**src/rtl/lc3b_types_pkg.sv**
```systemverilog
// Purpose: shared LC-3b datapath types used by the fetch stage.
// Provides the word, opcode and register-index types plus the bubble word.
package lc3b_types;

    localparam int unsigned WORD_W = 16;
    localparam int unsigned REG_W  = 3;
    localparam int unsigned OP_W   = 4;

    typedef logic [WORD_W-1:0] lc3b_word;
    typedef logic [REG_W-1:0]  lc3b_reg;

    typedef enum logic [OP_W-1:0] {
        OP_BR    = 4'h0,
        OP_ADD   = 4'h1,
        OP_LDB   = 4'h2,
        OP_STB   = 4'h3,
        OP_JSR   = 4'h4,
        OP_AND   = 4'h5,
        OP_LDW   = 4'h6,
        OP_STW   = 4'h7,
        OP_RTI   = 4'h8,
        OP_NOT   = 4'h9,
        OP_RSV_A = 4'ha,
        OP_RSV_B = 4'hb,
        OP_JMP   = 4'hc,
        OP_SHF   = 4'hd,
        OP_LEA   = 4'he,
        OP_TRAP  = 4'hf
    } lc3b_opcode;

    // Decodes as BR, which reads no registers, so bubbles never raise hazards.
    localparam lc3b_word BUBBLE_WORD = 16'h0000;

endpackage

```
**src/rtl/lc3b_fetch_stage_if_id_reg.sv**
```systemverilog
// Purpose: IF/ID pipeline register with load/clear and source-field decode.
// Ports: clk, rst (sync, active-high); i_load/i_clear (clear wins);
//        i_ir/i_pc payload; o_valid/o_ir/o_pc and decoded field outputs.
module lc3b_fetch_stage_if_id_reg
    import lc3b_types::*;
(
    input  logic       clk,
    input  logic       rst,
    input  logic       i_load,
    input  logic       i_clear,
    input  lc3b_word   i_ir,
    input  lc3b_word   i_pc,
    output logic       o_valid,
    output lc3b_word   o_ir,
    output lc3b_word   o_pc,
    output lc3b_opcode o_opcode,
    output lc3b_reg    o_sr1,
    output lc3b_reg    o_sr2,
    output logic       o_bit5,
    output logic       o_bit11
);

    logic     r_valid;
    lc3b_word r_ir;
    lc3b_word r_pc;

    // Register update: clear inserts a bubble, load captures a fetched word.
    always_ff @(posedge clk) begin
        if (rst || i_clear) begin
            r_valid <= 1'b0;
            r_ir    <= BUBBLE_WORD;
            r_pc    <= 16'h0000;
        end else if (i_load) begin
            r_valid <= 1'b1;
            r_ir    <= i_ir;
            r_pc    <= i_pc;
        end
    end

    assign o_valid  = r_valid;
    assign o_ir     = r_ir;
    assign o_pc     = r_pc;
    assign o_opcode = lc3b_opcode'(r_ir[15:12]);
    assign o_sr1    = r_ir[8:6];
    assign o_sr2    = r_ir[2:0];
    assign o_bit5   = r_ir[5];
    assign o_bit11  = r_ir[11];

endmodule

```
**src/rtl/lc3b_fetch_stage.sv**
```systemverilog
// Purpose: LC-3b fetch stage: PC, instruction-memory requests, response
// buffering while stalled, wrong-path squash on taken branches, IF/ID register.
// Ports: clk, rst; imem_* request/response; load_if_id, pipe_stall,
//        branch_taken/branch_target control; if_id_* pipeline outputs.
module lc3b_fetch_stage
    import lc3b_types::*;
#(
    parameter lc3b_word RESET_PC = 16'h0000
) (
    input  logic       clk,
    input  logic       rst,
    output lc3b_word   imem_address,
    output logic       imem_read,
    input  lc3b_word   imem_rdata,
    input  logic       imem_resp,
    input  logic       load_if_id,
    input  logic       pipe_stall,
    input  logic       branch_taken,
    input  lc3b_word   branch_target,
    output logic       if_id_valid,
    output lc3b_word   if_id_ir,
    output lc3b_word   if_id_pc,
    output lc3b_opcode if_id_opcode,
    output lc3b_reg    if_id_sr1,
    output lc3b_reg    if_id_sr2,
    output logic       if_id_bit5,
    output logic       if_id_bit11
);

    typedef enum logic [1:0] {
        S_FETCH = 2'd0,
        S_HOLD  = 2'd1,
        S_DRAIN = 2'd2
    } state_t;

    state_t   r_state;
    lc3b_word r_pc;
    lc3b_word r_fa;
    lc3b_word r_buf;
    logic     r_read;

    logic     w_advance;
    logic     w_flush;
    lc3b_word w_fa_plus2;
    logic     w_ifid_load;
    logic     w_ifid_clear;
    lc3b_word w_ifid_ir;

    assign w_advance  = load_if_id & ~pipe_stall;
    assign w_flush    = branch_taken & ~pipe_stall;
    assign w_fa_plus2 = r_fa + 16'd2;

    // IF/ID load/clear decode; flush outranks advance.
    always_comb begin
        w_ifid_load  = 1'b0;
        w_ifid_clear = 1'b0;
        w_ifid_ir    = imem_rdata;
        case (r_state)
            S_FETCH: begin
                if (imem_resp) begin
                    if (w_flush)        w_ifid_clear = 1'b1;
                    else if (w_advance) w_ifid_load  = 1'b1;
                end else if (w_flush || w_advance) begin
                    w_ifid_clear = 1'b1;
                end
            end
            S_HOLD: begin
                if (w_flush) begin
                    w_ifid_clear = 1'b1;
                end else if (w_advance) begin
                    w_ifid_load = 1'b1;
                    w_ifid_ir   = r_buf;
                end
            end
            S_DRAIN: begin
                // A redirect during drain only retargets the PC.
                if (!w_flush && w_advance) w_ifid_clear = 1'b1;
            end
            default: ;
        endcase
    end

    // Fetch FSM; imem_read is registered and low only while holding.
    always_ff @(posedge clk) begin
        if (rst) begin
            r_state <= S_FETCH;
            r_pc    <= RESET_PC;
            r_fa    <= RESET_PC;
            r_buf   <= 16'h0000;
            r_read  <= 1'b0;
        end else begin
            case (r_state)
                S_FETCH: begin
                    r_read <= 1'b1;
                    if (imem_resp) begin
                        if (w_flush) begin
                            r_pc <= branch_target;
                            r_fa <= branch_target;
                        end else if (w_advance) begin
                            r_pc <= w_fa_plus2;
                            r_fa <= w_fa_plus2;
                        end else begin
                            r_buf   <= imem_rdata;
                            r_state <= S_HOLD;
                            r_read  <= 1'b0;
                        end
                    end else if (w_flush) begin
                        // Keep fa so the outstanding request stays stable.
                        r_pc    <= branch_target;
                        r_state <= S_DRAIN;
                    end
                end
                S_HOLD: begin
                    if (w_flush) begin
                        r_pc    <= branch_target;
                        r_fa    <= branch_target;
                        r_state <= S_FETCH;
                        r_read  <= 1'b1;
                    end else if (w_advance) begin
                        r_pc    <= w_fa_plus2;
                        r_fa    <= w_fa_plus2;
                        r_state <= S_FETCH;
                        r_read  <= 1'b1;
                    end
                end
                S_DRAIN: begin
                    r_read <= 1'b1;
                    if (w_flush) r_pc <= branch_target;
                    if (imem_resp) begin
                        // Stale word is dropped; restart at the redirected PC.
                        r_fa    <= w_flush ? branch_target : r_pc;
                        r_state <= S_FETCH;
                    end
                end
                default: begin
                    r_state <= S_FETCH;
                end
            endcase
        end
    end

    assign imem_address = r_fa;
    assign imem_read    = r_read;

    lc3b_fetch_stage_if_id_reg u_if_id (
        .clk      (clk),
        .rst      (rst),
        .i_load   (w_ifid_load),
        .i_clear  (w_ifid_clear),
        .i_ir     (w_ifid_ir),
        .i_pc     (w_fa_plus2),
        .o_valid  (if_id_valid),
        .o_ir     (if_id_ir),
        .o_pc     (if_id_pc),
        .o_opcode (if_id_opcode),
        .o_sr1    (if_id_sr1),
        .o_sr2    (if_id_sr2),
        .o_bit5   (if_id_bit5),
        .o_bit11  (if_id_bit11)
    );

endmodule

```
**config.mk**
```make
export PLATFORM = sky130hd
export DESIGN_NAME = lc3b_fetch_stage
export DESIGN_NICKNAME = d
export VERILOG_FILES = /design/src/rtl/lc3b_types_pkg.sv /design/src/rtl/lc3b_fetch_stage_if_id_reg.sv /design/src/rtl/lc3b_fetch_stage.sv
export SDC_FILE = /design/constraint.sdc
export NUM_CORES = 1
export LEC_CHECK = 0
export CAP_MARGIN = 5
export CORE_UTILIZATION = 35
export CTS_CLUSTER_DIAMETER = 100
export DETAILED_ROUTE_END_ITERATION = 10
export HOLD_SLACK_MARGIN = 0.05
export PLACE_DENSITY = 0.64
export SYNTH_ARGS = -nofsm -noshare
export SYNTH_HDL_FRONTEND = slang
export SYNTH_SLANG_ARGS = --single-unit
```
**constraint.sdc**
```tcl
create_clock -name clk -period 1.75 [get_ports clk]
set_input_delay 0.35 -clock clk [delete_from_list [all_inputs] [get_ports clk]]
set_output_delay 0.35 -clock clk [all_outputs]
set_load 0.1 [all_outputs]
```
==> results by group, run 1 <==
Run status
  • Status: complete, but fails checks
  • Failing checks: negative setup slack

Global route
  • First-pass GRT wire length: 23.8 mm
  • GRT Residual Overflow: 0
  • Vias in the first global route: 4558
  • Initial antenna violation count: 0
  • Total track usage: 21.6%
  • Largest net degree at the start of global routing: 34

STA
  • RSZ-0062 raised after global routing: true
  • Fin. Hold Viols: 0
  • Fmax: 555 MHz
  • Final setup margin: -0.0508 ns
  • Final worst path period need: about 1.8 ns
  • Setup violators final: 6
  • Max Transition Viols Final: 0
  • Worst-Margin Slew: roughly 0.46 ns
  • TNS Setup: -0.102 ns
  • Tcrit/Tclk final: 103%
  • Final Skew: between 0.004 and 0.005 ns
  • Relative slew slack: 69.0%
  • Tightest hold margin: about 0.46 ns

Placed design
  • Dpl cell area: 0.00702 sq mm
  • DP Wirelength: 11.5 mm
  • Number of I/O port buffers: 99
  • GP Congestion: 0.890

Clocking
  • Clock Sinks: 84
  • Root Buffer: clkbuf_16
  • CTS H-tree depth: 3
  • CTS Buffer Depth: 2
  • Cts bufs inserted: 9
  • Hold_buf cts: 0
  • CTS tree: built
  • Clock Latency Late Sink: 0.34 ns
  • Clk pin slew, worst setup/hold paths: approximately 0.070 ns

Die
  • Die X: about 120 um
  • Die Y: around 120 um
  • Ports: 100
  • Row count: just over 40
  • DIE AREA: 0.0138 sq mm
  • Starting Density: between 30% and 40%
  • Core area: ~0.013 sq mm

Drt
  • Vias: 4867
  • Number of iterations in the first detailed-routing pass: 5
  • Post-DRT Antenna Nets: 0
  • Final WL: between 15 and 20 mm
  • DR vias/cell: between 5 and 6
  • Initial drt markers: roughly 540
  • DRC: 0
  • Routed len/inst: between 15 and 20 um

Synthesis
  • Asr flop ratio synth: 0%
  • Share of the synthesized area in the top cell type: between 30% and 40%
  • Top FF cell, synth: dfxtp_1
  • Synth Area in XOR/XNOR: between 2 and 2.5%
  • YS warnings: 0
  • Compound-Gate Fraction of Synth Area: 24.0%
  • Synthesized netlist cell count: 575
  • Synth Area in Adders: ~1.3%
  • Mapped Area: 0.00466 sq mm
  • Multiplexer share of the synthesized area: under 10%
  • Main combinational cell family by area after synthesis: simple AND/OR/NAND/NOR gates
  • Area contributors post-synth: dfxtp_1, nand2_1, nor2_1
  • Sequential cell area fraction in the yosys report: 36.1%
  • Yosys reg bits: 84
  • Syn nets: about 620
  • Unique masters post-synth: slightly below 70
  • Synthesized area per cell: just over 8 sq um
  • Cell taking the most area after synthesis: dfxtp_1
  • Simple-gate share of the synthesized area: between 20% and 30%
  • Number of synthesized flops with an enable pin: 0

Critical path
  • CP startpoint kind: flip-flop
  • Arrival time worst endpoint: 2.03 ns
  • Critical Path RT: between 1.5 and 2 ns
  • CP Class: flip-flop to flip-flop
  • Worst-path fanout max: 6
  • Crit end category: flip-flop

Finish
  • Nets: approximately 780
  • Share of cells above drive strength 1: between 30% and 40%
  • Post-route cell area: ~0.0076 sq mm
  • Post-layout util: 59.2%
  • Diode count: 0
  • P&R area growth vs syn: 62.9%

Run
  • Max_cap viols: 0

Hold path
  • HP Class: flip-flop to flip-flop

Power
  • Max VDD drop: about 0.00048 V
  • Pwr dens: around 1000 mW/mm^2
  • Leak: ~2.9 nW
==> kinds of logic after synthesis <==
| group | after synthesis |
|---|---|
| AO/OA/AOI/OAI | 165 |
| flip-flops | 84 |
| buffers and inverters | 61 |
| XOR/XNOR | 13 |
| adder cells (fa/ha/maj) | 5 |
| multiplexers | 18 |
| AND/OR/NAND/NOR | 229 |
==> layer usage <==
metal	global-route usage [%]	up-vias	share of wire [%]
li1	-	2371	-
met1	28.4	2296	44
met5	0	-	0
met4	8.69	0	1.7
met2	35.3	180	48
met3	3.06	20	5.4
==> flip-flops by register name (all words and copies together) (netlist names) <==
| name | count |
|---|---|
| r_buf | 16 |
| imem_address | 16 |
| imem_read | 1 |
| u_if_id.o_pc | 16 |
| r_pc | 16 |
| r_state | 2 |
| u_if_id.o_valid | 1 |
| u_if_id.o_ir | 16 |
==> Yosys cell counts, types with 5 or more instances <==
cell	n
a211oi_1	20
a21oi_1	48
a22oi_1	8
a31oi_1	6
buf_2	14
buf_4	14
buf_6	5
clkbuf_1	12
dfxtp_1	84
ha_1	5
inv_1	11
mux2i_1	18
nand2_1	78
nand2b_1	7
nand3_1	13
nor2_1	67
nor2b_1	10
nor3_1	24
nor3_2	5
o21ai_0	29
o221ai_1	6
xnor2_1	6
xor2_1	7
==> area by class of cell <==
cell class                      instances  area (sq um)
Fill cell                            1060          5230
Multi-Input combinational cell        430          2830
Timing Repair Buffer                  197          2470
Sequential cell                        84          1740
Clock buffer                           11           264
Tap cell                              172           215
Inverter                               11          41.3
Clock inverter                          5          40.0
==> worst max-delay path, stage by stage (launching register included) <==
cell,delay [ns]
dfxtp_2,0.36
inv_2,0.06
ha_4,0.24
and2_4,0.14
o31a_1,0.34
a22o_1,0.23
a221oi_2,0.25
nor3_1,0.07
==> cell usage in the layout, fill, tap and decap left out, types with 4 or more instances in the layout <==
cell	count
buf_4	85
nand2_1	75
dfxtp_1	68
buf_12	68
nor2_1	67
a21oi_1	45
clkdlybuf4s50_1	33
o21ai_0	23
nor3_1	21
a211oi_1	19
mux2i_1	17
dfxtp_4	14
nand3_1	13
clkbuf_16	11
o21ai_1	10
inv_1	9
nor2b_1	8
a22oi_1	8
nor3_2	7
xnor2_1	6
xor2_1	6
a221oi_2	6
a31oi_1	6
buf_6	6
nand2b_1	5
o221ai_1	5
o22ai_1	4
==> repair_timing <==
action,CTS,global route
endpoints found under the setup margin,23,66
gates cloned,0,1
endpoints found under the hold margin,0,0
setup buffers,7,2
pin swaps,2,9
gates resized for setup,11,35
==> power breakdown <==
part,internal (W),total [W],switching (W),leakage (nW)
registers,0.00211,0.00234,0.000221,0.695
logic,0.00140,0.00332,0.00192,2.07
clock network,0.00110,0.00195,0.000847,0.148
==> worst paths after layout <==
kind / startpoint / to / slack [ns] / cells past startpoint
max: r_state[1] / r_pc[12] / -0.05 / 7
min: r_buf[9] / r_buf[9] / 0.46 / 2
max reg2reg: r_state[1] / r_pc[12] / -0.05 / 7
min reg2reg: r_buf[9] / r_buf[9] / 0.46 / 2
==> stage by stage <==
stage          std cells  worst slack, ns  total power (W)
5_1_grt              910           -0.125          0.00790
3_3_place_gp         884           -0.371          0.00540
2_1_floorplan        575        -0.000217          0.00414
3_5_place_dp         884           -0.390          0.00545
4_1_cts              907          -0.0245          0.00745
6_report             910          -0.0508          0.00760
Note: power is estimated with default switching activity, not from simulation.
==> run 2, diff against run 1 <==
Settings changed: CORE_UTILIZATION 35 to 46, PLACE_DENSITY 0.64 to 0.79.
==> results by group, run 2 (same netlist as run 1, synthesis figures left out) <==
Run status
  • Status: complete, but fails checks
  • Failing checks: negative setup slack

Clocking
  • Clock Latency Late Sink: 0.38 ns (+0.04 ns)
  • Clock Sinks: 84 (unchanged)
  • Cts bufs inserted: 9 (unchanged)
  • CTS Buffer Depth: 2 (unchanged)
  • Clk pin slew, worst setup/hold paths: 0.10 ns (+0.03 ns)
  • Root Buffer: clkbuf_8
  • CTS tree: built
  • CTS H-tree depth: 3 (unchanged)

STA
  • Worst-Margin Slew: 0.590 ns (+0.129 ns)
  • Tcrit/Tclk final: 112% (+9.1 points)
  • Final Skew: 0.0111 ns (+0.00696 ns)
  • Final worst path period need: 1.96 ns (+0.159 ns)
  • Fin. Hold Viols: 0 (unchanged)
  • Relative slew slack: 60.4% (-8.6 points)
  • RSZ-0062 raised after global routing: true
  • Max Transition Viols Final: 0 (unchanged)
  • Setup violators final: 12 (+6)
  • Final setup margin: -0.209 ns (-0.159 ns)
  • Fmax: 510 MHz (-8.1%)

Critical path
  • Most frequent CP cell: buf_4
  • Worst-path fanout max: 6 (unchanged)
  • Sequence of cells on the critical path: buf_4 > ha_2 > buf_6 > a211oi_2 > buf_4 > clkbuf_16 > buf_12 > a311oi_1
  • CP startpoint kind: flip-flop
  • Family with the most delay on the worst path: buffers and inverters
  • Buf+Inv Stages, Crit Path: 5 (+4)
  • CP Class: flip-flop to flip-flop
  • Critical Path RT: 1.98 ns (about the same)
  • Crit-path slowest cell: a311oi_1
  • Crit end category: flip-flop
  • Arrival time worst endpoint: 2.19 ns (+0.16 ns)
  • CP max stage delay: 0.39 ns (+0.03 ns)

Drt
  • Top Layer Used: met4
  • Routed len/inst: 21.7 um (+28%)
  • Final WL: 19.1 mm (+23%)
  • Number of iterations in the first detailed-routing pass: 8 (+3)
  • DR vias/cell: 6.23 (+16%)
  • DRC: 0 (unchanged)
  • WL met1: 6.84 mm (-0.41%)
  • Vias: 5468 (+12%)
  • Post-DRT Antenna Nets: 0 (unchanged)
  • Met3 WL: 1.97 mm (+140%)
  • Met2 routed WL: 9.31 mm (+25%)
  • Initial drt markers: 741 (+36%)

Placed design
  • DP Wirelength: 11.3 mm (-1.6%)
  • Placed Instances: 827 (-6.4%)
  • Number of I/O port buffers: 99 (unchanged)
  • Place WS: -0.442 ns (-0.0521 ns)
  • Dpl cell area: 0.00687 sq mm (-2.1%)
  • GP Congestion: 0.947 (+6.4%)

Hold path
  • HP Class: flip-flop to flip-flop

Global route
  • Total track usage: 31.2% (+9.6 points)
  • First-pass GRT wire length: 25.0 mm (+5.1%)
  • Vias in the first global route: 4907 (+7.7%)
  • Largest net degree at the start of global routing: 34 (unchanged)
  • Initial antenna violation count: 0 (unchanged)
  • GRT Residual Overflow: 0 (unchanged)

Power
  • Power, Total: 0.00759 W (-0.20%)
  • Sw frac: 42.5% (+3.1 points)
  • Leak: 2.99 nW (+2.6%)
  • Comb pwr share: 48.7% (+5.0 points)
  • Seq pwr share: 31.4% (+0.7 points)
  • Max VDD drop: 0.000661 V (+37%)
  • Pwr dens: 968 mW/mm^2 (-3.4%)
  • Internal power: 0.00437 W (-5.4%)
  • Clk pwr share: 19.9% (-5.7 points)
  • Switch Pwr: 0.00322 W (+7.7%)

Finish
  • Commonest cells after routing, fill and taps aside: buf_4, buf_12, nand2_1
  • Nets: 783 (+0.90%)
  • Post-route cell area: 0.00784 sq mm (+3.3%)
  • Most common cell after layout, fill and taps aside: buf_4
  • Non-Filler Instances: 878 (-3.5%)
  • P&R area growth vs syn: 68.2%
  • # fillers: 572 (-46%)
  • Share of cells above drive strength 1: 38.4% (+4.5 points)
  • Diode count: 0 (unchanged)

Die
  • Row count: 36 (-12%)
  • Core area: 0.00982 sq mm (-23%)
  • Starting Density: 47.5% (+11 points)
  • Die X: 103 um (-13%)
  • DIE AREA: 0.0105 sq mm (-24%)
  • Ports: 100 (unchanged)
  • Die Y: 103 um (-13%)

Run
  • Max_cap viols: 0 (unchanged)
[run 2: layout make-up]
class	count	area, sq um	area share, %
clock buffer	9	124	1.58
clock inverter	7	80.1	1.02
inverter	11	50.0	0.638
multi-input combinational	430	2990	38.1
sequential	84	1740	22.2
tap	133	166	2.12
timing repair buffer	204	2700	34.4
[run 2: worst paths after layout]
check	depth (start not counted)	from	slack [ns]	end
setup / recovery	8	r_state[0]	-0.21	imem_address[1]
hold reg to reg	2	r_buf[6]	0.46	r_buf[6]
setup reg to reg	8	r_state[0]	-0.21	imem_address[1]
hold / removal	2	r_buf[6]	0.46	r_buf[6]
[run 2: routing by layer]
metal,vias to the layer above,track usage (%)
met3,115,5.56
met2,422,53.6
met4,0,13.0
met5,-,0
li1,2388,-
met1,2543,38.3
[run 2: power by group through the flow]
stage	Clock, W	Sequential [W]	Combinational (W)
2_1_floorplan	0	0.00296	0.00118
3_3_place_gp	0	0.00238	0.00296
3_5_place_dp	0	0.00239	0.00303
4_1_cts	0.00149	0.00236	0.00317
5_1_grt	0.00157	0.00240	0.00381
6_report	0.00151	0.00239	0.00369
[run 2: repair_timing]
action,in CTS,in global routing
resized for setup,25,68
pin swaps,11,33
hold buffers,0,0
setup endpoints to repair,25,72
cloned,1,5
buffers inserted,9,21
[run 2: tightest hold or removal path: cells and delay by family, from the launching register on]
family,cells,cell delay [ns]
simple gates,1,0.05
flops,1,0.32
compound gates,1,0.05
[run 2: stage by stage]
step | TNS, ns | hold WS [ns] | util, %
after floorplan | -0.000217 | 0.436 | -
after global placement | -19.96 | 0.441 | 70.0
after detailed placement | -25.05 | 0.451 | 70.0
after CTS | -0.0686 | 0.463 | 74.1
after global routing | -2.59 | 0.484 | 79.8
final | -0.443 | 0.461 | 79.8
==> run 3, diff against run 2 <==
Settings changed: CORE_MARGIN set to 1.
==> results of run 3 <==
Same layout as run 2: the final DEF is identical, and so are final timing and power.
